$ cat config.mk
export PLATFORM = sky130hd
export DESIGN_NAME = rv32m_muldiv_unit
export DESIGN_NICKNAME = d
export VERILOG_FILES = /design/src/rtl/rv32m_muldiv_unit.sv
export SDC_FILE = /design/constraint.sdc
export NUM_CORES = 1
export LEC_CHECK = 0
export ABC_AREA = 1
export CORE_MARGIN = 2
export CORE_UTILIZATION = 55
export DETAILED_ROUTE_END_ITERATION = 6
export PLACE_DENSITY_LB_ADDON = 0.25
export RECOVER_POWER = 50
export SLEW_MARGIN = 20
export SYNTH_ARGS = -nofsm -noshare
export SYNTH_HDL_FRONTEND = slang
export SYNTH_SLANG_ARGS = --single-unit
export TNS_END_PERCENT = 20
$ cat constraint.sdc
create_clock -name clk -period 3.35 [get_ports clk]
set_input_delay 0.67 -clock clk [delete_from_list [all_inputs] [get_ports clk]]
set_output_delay 0.67 -clock clk [all_outputs]
set_load 0.01 [all_outputs]
$ cat src/rtl/rv32m_muldiv_unit.sv
// rtl/rv32m_muldiv_unit.sv - iterative RV32M multiply/divide unit (shift-add multiply, restoring divide)
module rv32m_muldiv_unit #(
    parameter int XLEN   = 32,
    parameter int UNROLL = 1
) (
    input  logic            clk,
    input  logic            rst,
    input  logic            start,
    input  logic [2:0]      op,
    input  logic [XLEN-1:0] a,
    input  logic [XLEN-1:0] b,
    input  logic            flush,
    output logic            ready,
    output logic            busy,
    output logic            done,
    output logic [XLEN-1:0] result
);

    localparam int N  = XLEN / UNROLL;
    localparam int CW = $clog2(N + 1);
    localparam logic [XLEN-1:0] MIN_INT = {1'b1, {(XLEN-1){1'b0}}};

    typedef enum logic [1:0] {S_IDLE, S_ITER, S_FIX, S_DONE} state_t;

    state_t              state_q, state_d;
    logic [2:0]          op_q, op_d;
    logic                sign_a_q, sign_a_d;
    logic                sign_b_q, sign_b_d;
    logic [CW-1:0]       cnt_q, cnt_d;
    logic [2*XLEN-1:0]   acc_q, acc_d;
    logic [2*XLEN-1:0]   opa_q, opa_d;
    logic [XLEN-1:0]     opb_q, opb_d;
    logic [XLEN-1:0]     result_q, result_d;

    logic                accept;
    logic                in_signed_a, in_signed_b, in_sa, in_sb;
    logic [XLEN-1:0]     mag_a, mag_b;
    logic                special;
    logic [XLEN-1:0]     special_val;
    logic [2*XLEN-1:0]   step_acc, step_a;
    logic [XLEN-1:0]     step_b;
    logic [XLEN:0]       rem;
    logic [2*XLEN-1:0]   prod;
    logic [XLEN-1:0]     quo, rem_fix, fix_val;

    assign accept = start && !flush && (state_q == S_IDLE || state_q == S_DONE);

    // Operand signedness: MUL/MULH/DIV/REM sign both, MULHSU signs rs1 only.
    always_comb begin
        in_signed_a = (op == 3'b000) || (op == 3'b001) || (op == 3'b010) ||
                      (op == 3'b100) || (op == 3'b110);
        in_signed_b = (op == 3'b000) || (op == 3'b001) ||
                      (op == 3'b100) || (op == 3'b110);
        in_sa = in_signed_a && a[XLEN-1];
        in_sb = in_signed_b && b[XLEN-1];
        mag_a = in_sa ? -a : a;
        mag_b = in_sb ? -b : b;
    end

    always_comb begin
        special     = 1'b0;
        special_val = '0;
        if (op[2]) begin
            if (b == '0) begin
                special     = 1'b1;
                special_val = op[1] ? a : '1;
            end else if (!op[0] && a == MIN_INT && b == '1) begin
                special     = 1'b1;
                special_val = op[1] ? '0 : MIN_INT;
            end
        end
    end

    always_ff @(posedge clk or negedge rst) begin
        if (!rst) begin
            state_q <= S_IDLE;
        end else begin
            state_q <= state_d;
        end
    end

    always_comb begin
        state_d = state_q;
        case (state_q)
            S_IDLE, S_DONE: begin
                if (accept) state_d = special ? S_DONE : S_ITER;
                else        state_d = S_IDLE;
            end
            S_ITER: begin
                if (flush)                  state_d = S_IDLE;
                else if (cnt_q == CW'(1))   state_d = S_FIX;
            end
            S_FIX: begin
                state_d = flush ? S_IDLE : S_DONE;
            end
            default: state_d = S_IDLE;
        endcase
    end

    always_comb begin
        ready = (state_q == S_IDLE) || (state_q == S_DONE);
        busy  = (state_q == S_ITER) || (state_q == S_FIX);
        done  = (state_q == S_DONE);
    end

    assign result = result_q;

    // One iteration retires UNROLL bits; divide keeps the partial remainder in acc low bits.
    always_comb begin
        step_acc = acc_q;
        step_a   = opa_q;
        step_b   = opb_q;
        rem      = '0;
        for (int i = 0; i < UNROLL; i++) begin
            if (op_q[2]) begin
                rem    = {step_acc[XLEN-1:0], step_b[XLEN-1]};
                step_b = {step_b[XLEN-2:0], 1'b0};
                if (rem >= {1'b0, step_a[XLEN-1:0]}) begin
                    rem       = rem - {1'b0, step_a[XLEN-1:0]};
                    step_b[0] = 1'b1;
                end
                step_acc = {{(XLEN-1){1'b0}}, rem};
            end else begin
                if (step_b[0]) step_acc = step_acc + step_a;
                step_a = step_a << 1;
                step_b = step_b >> 1;
            end
        end
    end

    always_comb begin
        prod    = (sign_a_q ^ sign_b_q) ? -acc_q : acc_q;
        quo     = (sign_a_q ^ sign_b_q) ? -opb_q : opb_q;
        rem_fix = sign_a_q ? -acc_q[XLEN-1:0] : acc_q[XLEN-1:0];
        case (op_q)
            3'b000:                 fix_val = prod[XLEN-1:0];
            3'b001, 3'b010, 3'b011: fix_val = prod[2*XLEN-1:XLEN];
            3'b100, 3'b101:         fix_val = quo;
            default:                fix_val = rem_fix;
        endcase
    end

    always_comb begin
        op_d     = op_q;
        sign_a_d = sign_a_q;
        sign_b_d = sign_b_q;
        cnt_d    = cnt_q;
        acc_d    = acc_q;
        opa_d    = opa_q;
        opb_d    = opb_q;
        result_d = result_q;
        if (accept) begin
            op_d     = op;
            sign_a_d = in_sa;
            sign_b_d = in_sb;
            cnt_d    = CW'(N);
            acc_d    = '0;
            if (op[2]) begin
                opa_d = {{XLEN{1'b0}}, mag_b};
                opb_d = mag_a;
            end else begin
                opa_d = {{XLEN{1'b0}}, mag_a};
                opb_d = mag_b;
            end
            if (special) result_d = special_val;
        end else if (state_q == S_ITER && !flush) begin
            acc_d = step_acc;
            opa_d = step_a;
            opb_d = step_b;
            cnt_d = cnt_q - CW'(1);
        end else if (state_q == S_FIX && !flush) begin
            result_d = fix_val;
        end
    end

    always_ff @(posedge clk or negedge rst) begin
        if (!rst) begin
            op_q     <= '0;
            sign_a_q <= 1'b0;
            sign_b_q <= 1'b0;
            cnt_q    <= '0;
            acc_q    <= '0;
            opa_q    <= '0;
            opb_q    <= '0;
            result_q <= '0;
        end else begin
            op_q     <= op_d;
            sign_a_q <= sign_a_d;
            sign_b_q <= sign_b_d;
            cnt_q    <= cnt_d;
            acc_q    <= acc_d;
            opa_q    <= opa_d;
            opb_q    <= opb_d;
            result_q <= result_d;
        end
    end

endmodule

Yosys cells after proc, flatten, opt, wreduce, memory -nomap -nowiden:

Cells that the tools add are included.

* bits in registers: 205
* input bits: 71
* output and inout port bits: 35
* word-level logic and storage cells: 109

* add/sub/neg operators: 8
* magnitude comparators: 1
* equality and inequality tests: 19
* muxes and demuxes: 40
* bitwise logic cells: 1
* reductions and logical operators: 31

Operators by type and width (count)
* $mux 32: 18
* $mux 64: 8
* $neg 32->32: 4
* $pmux 32 s3: 1
* $add 64x64->64: 1
* $eq 32x32->1 const B: 2
* $neg 64->64: 1
* $ge 33x32->1: 1
* $mux 33: 1
* $sub 33x32->33: 1
* $logic_not 32->1: 1
* $eq 3x3->1 const B: 4
* $mux 6: 2
* $mux 2: 5
* $eq 3x2->1 const B: 3
* $logic_and 1x1->1: 8
* $logic_or 1x1->1: 8
* $eq 3x1->1 const B: 2
* $eq 6x1->1 const B: 1
* $logic_not 3->1: 2
* $pmux 2 s3: 1
* $sub 6x1->6 const B: 1
* $eq 2x2->1 const B: 2
* $mux 1: 4
* 13 further kinds: 18

Longest topological paths before layout:

* depth in word-level cells: 9
* gate-level depth with buffers: 18
* gate-level depth less buffers: 18

Least setup slack after synthesis:

Ideal clock, no wire load.

* path type: input-to-reg
* start point: in b[1]
* end point: reg result_q[10], in the netlist result[10]
* setup time: 116 ps
* arrival time: 2114 ps
* required time: 3234 ps
* slack: 1119 ps
* stages on the path: 15
* path buffers: 2
* cells stage by stage: inv_1 > ha_1 > nand2_2 > nor2_2 > nand3_1 > nor3_2 > nand3_1 > nand2_1 > nand3_2 > nand2_2 > nand2_1 > buf_6 > buf_6 > nand2_1 > nand2_1

* longest elaborated chain between the ends: 7
* elaborated cells on any way between the ends: 13
* those cells by class: eq/ne: 2; mux: 8; reduce/logical: 3

RTL lines
* start: declaration: line 11 `input logic [XLEN-1:0] b,`
* $eq 32x32->1: line 67 `end else if (!op[0] && a == MIN_INT && b == '1) begin`
* $logic_and 1x1->1: line 67
* $mux 1 / $mux 32 (equally long branches): line 67
* $mux 1 / $mux 32 (equally long branches): line 64 `if (b == '0) begin`
* $mux 1 / $mux 32 (equally long branches): line 63 `if (op[2]) begin`
* $ne 2x1->1 (no source line) / $mux 32 (equally long branches)
* $reduce_and 3->1 (no source line) / $mux 32 (equally long branches)
* end signal: assignment: line 194 `result_q <= result_d;`
* end: declaration: line 33 `logic [XLEN-1:0] result_q, result_d;`

Several ways; a longest one is shown, not always the timed one. The select of a mux whose other input is x is not followed.
A chain may end at the register's enable or synchronous reset.

Worst setup path in the final report:

* start point: reg acc_q[1]
* end point: reg acc_q[24]

* longest elaborated chain between the ends: 5
* elaborated cells on any way between the ends: 8
* those cells by class: add/sub: 2; order compare: 1; mux: 5

RTL lines
* start: declaration: line 30 `logic [2*XLEN-1:0] acc_q, acc_d;`
* start signal: assignment: line 182 `acc_q <= '0;`
* start signal: assignment: line 191 `acc_q <= acc_d;`
* $add 64x64->64 (tied with other cells): line 124 `if (step_b[0]) step_acc = step_acc + step_a;`
* $mux 64 / $mux 33 (equally long branches): line 124, 118
* $mux 64 (*): line 115 `if (op_q[2]) begin`
* $mux 64 (*): line 166 `end else if (state_q == S_ITER && !flush) begin`
* $mux 64 (*): line 152 `if (accept) begin`

Mark *: on every way between the ends. The rest lies on a longest branch, timed or not. The select of a mux whose other input is x is not followed.

==> results.md <==
- Status: finished with violations
- Failing checks: max-capacitance violations, max-slew violations
- H-tree Lvls: 1
- Clk buf depth: 3
- Fin Hold WS: 479 ps
- Worst Hold Class: primary input to asynchronous set/reset pin
- Hold-fix buffers at CTS: 0
- Tot GR Track Use: 48.4%
- RSZ-0062 raised after global routing: false
- CP required: 3860 ps
- Total power: 21.3 mW
- Detailed Route WL: 111000 um
- Finished Core Util: 62.7%
- Fin crit share: 98.1%
- Initial Util: 55.8%
- Synth Cell Area: 24100 um^2
- Switching share of power: 57.0%
- Die H: 213 um
- Max-capacitance violation count: 1
- First-pass GRT wire length: 165000 um
- Worst-skew pair later-pin latency: 590 ps
- Post-layout nets: 4444
- Ys Warns: 0
- Die ar.: 45400 um^2
- Avg WL per Cell: 22.9 um
- Post-synth EDFFs: 0
- Mapped Cells: 4158
- Flop pwr share: 19.3%
- TritonRoute pass-1 iters: 7
- DP Worst Slack: 211 ps
- Top post-synthesis cells by area: dfrtp_1 21%, nand2_1 18%, nor2_1 8.9%
- Count of input and output buffers: 105
- Fill count: 4322
- Yosys reg bits: 205
- Critical path data arrival time: 3790 ps
- Max Freq: 304 MHz
- Initial antenna violation count: 1
- Vias in the first global route: 27.3k
- Placed cell area: 26100 um^2
- Leakage: 13.3 nW
- DIE WIDTH: 213 um
- PwrDens: 789 nW/um^2
- Synth top cells by count: 1145 x nand2_1, 571 x nor2_1, 527 x inv_1, 368 x nand3_1, 289 x a21oi_1
- Vias post-DR: 29.9k
- Area growth syn-to-layout: 12.3%
- Placed cells: 4823
- Share of Yosys cell area claimed by the top area cell type: 21.3%
- Synth area leader: dfrtp_1
- Cell Rows: 76
- Clock skew: 29.1 ps
- DRC viols: 0
- Final critical-path required period: 3290 ps
- Critical setup path kind: flop to flop
- Combinational share of power: 66.5%
- Seq. cell area: 5130 um^2
- Average cell area after synthesis: 5.78 um^2
- Clock sink count: 205
- Max-slew violations: 60
- Grt ovf: 0
- Critical Path Fanout Max: 6
- CTS root buf: clkbuf_16
- Number of DRC markers in iteration 0: 4241
- Top_reg_cell synth: dfrtp_1
- Crit path capture type: flop
- Post-CTS setup buffer count: 0
- Final hold viol count: 0
- Setup crit start kind: flop
- Final ANT Viol Nets: 0
- Core Area: 43100 um^2
- I/O pin total: 106
- Final instance area: 27000 um^2
- Worst-margin pin slew: 1660 ps
- Internal: 9.16 mW
- Clk pwr share: 14.3%
- Final Non-Filler Cells: 4872
- Multi-input logic area: 16200 um^2
- Pin count of the biggest net entering global routing: 67
- Sequential cell area fraction in the yosys report: 21.3%
- Yosys cell types: 57
- Slew margin rel.: -10.8%
- Vias per Instance: 6.14
- GP Congestion: 1.13
- Hpwl dp: 90800 um
- Psw: 12.2 mW
- Layout cells sized above 1: 6.28%
- Reg clk slew, reported paths: 60 ps
- Setup-failing EPs final: 0
- Post-Syn Nets: 4336
- Count leader, synth: nand2_1
- IR Drop Worst-Case VDD: 508 uV
- TritonCTS Buffers: 26
- TritonCTS clock tree: built
- Sum of negative setup slack: 0 ps
- Final WS setup: 64.2 ps
- Asr flop ratio synth: 100%
[power by group through the flow]
stage	logic, mW	clock network (mW)	registers (mW)
2_1_floorplan	8.68	0	3.69
3_5_place_dp	13.4	0	4.03
6_report	14.2	3.04	4.11
4_1_cts	13.5	3.01	4.00
5_1_grt	15.2	3.11	4.10
3_3_place_gp	13.3	0	4.04
[cell families (layout without fill, tap and decap cells)]
kind of cell | count (synthesis) | in the layout | share of synthesized area, %
xor+xnor | 89 | 89 | 3.24
other cells | 0 | 1 | 0
compound gates | 771 | 771 | 17.9
flops | 205 | 205 | 21.3
fa+ha+maj | 107 | 107 | 5.63
buf+inv | 688 | 816 | 11.3
simple gates | 2298 | 2298 | 40.6
[worst max-delay path: stages (launching register included)]
cell,delay (ps)
dfrtp_1,530
inv_1,220
fa_1,530
inv_1,180
nand3_1,90
nand2_1,180
nand2_1,90
nand2_1,200
nand2_1,70
nand2_1,220
nand2_1,80
nand2_1,130
nor2_1,50
o21ai_0,430
nand3_1,160
nand2_1,80
[routing by layer]
| metal | GRT usage (%) | share of wire [%] | up-vias |
|---|---|---|---|
| met5 | 0 | 0.011 | - |
| met4 | 28.3 | 7.3 | 2 |
| met3 | 15.7 | 14 | 512 |
| met2 | 70.4 | 40 | 2128 |
| met1 | 62.5 | 38 | 13500 |
| li1 | - | - | 13700 |
[worst paths after layout]
kind / from / to / slack (ps) / depth (start not counted)
min in group clk: result[8]$_DFFE_PN0P_ / result[8]$_DFFE_PN0P_ / 480 / 2
worst max-delay path: acc_q[1]$_DFFE_PN0P_ / acc_q[24]$_DFFE_PN0P_ / 60 / 15
worst min register to register: result[8]$_DFFE_PN0P_ / result[8]$_DFFE_PN0P_ / 480 / 2
worst min-delay path: rst / opa_q[57]$_DFFE_PN0P_ / 480 / 1
worst max register to register: acc_q[1]$_DFFE_PN0P_ / acc_q[24]$_DFFE_PN0P_ / 60 / 15
max in group asynchronous: rst / acc_q[9]$_DFFE_PN0P_ / 1280 / 2
[area by class of cell]
type                       count  area share, %
antenna                        1        0.00927
clock buffer                  33           2.66
clock inverter                15          0.676
inverter                     552           7.67
multi-input combinational   3265           60.1
sequential                   205           19.0
tap                          585           2.71
timing repair buffer         216           7.18
[what timing repair did]
item | 4_1_cts | 5_1_grt
setup endpoints to repair | 0 | 1
resized for setup | 0 | 1
endpoints found under the hold margin | 0 | 0
[cell usage in the layout, fill, tap and decap left out, drive strengths merged, types with 4 or more instances in the layout]
| master | count |
|---|---|
| o21a | 18 |
| nor3 | 51 |
| dlygate4sd3 | 5 |
| nand3b | 40 |
| o21bai | 9 |
| nand3 | 377 |
| nor4 | 4 |
| o2111ai | 11 |
| or2 | 14 |
| o22ai | 70 |
| nor2 | 602 |
| clkdlybuf4s50 | 99 |
| nand4 | 43 |
| buf | 110 |
| o21ai | 299 |
| a31oi | 6 |
| clkinvlp | 4 |
| xor2 | 72 |
| clkinv | 10 |
| o211ai | 20 |
| dfrtp | 205 |
| xnor2 | 17 |
| clkbuf | 35 |
| ha | 105 |
| a221oi | 7 |
| nand2 | 1162 |
| o221ai | 11 |
| a21oi | 302 |
| inv | 550 |
| a21boi | 6 |
[registers in the layout (all words and copies together), names as in the netlist]
signal / count
acc_q: 64
opa_q: 64
opb_q: 32
result: 32
cnt_q: 6
op_q: 3
state_q: 2
sign_a_q: 1
sign_b_q: 1
No activity file was read; power rests on OpenSTA's default activity.
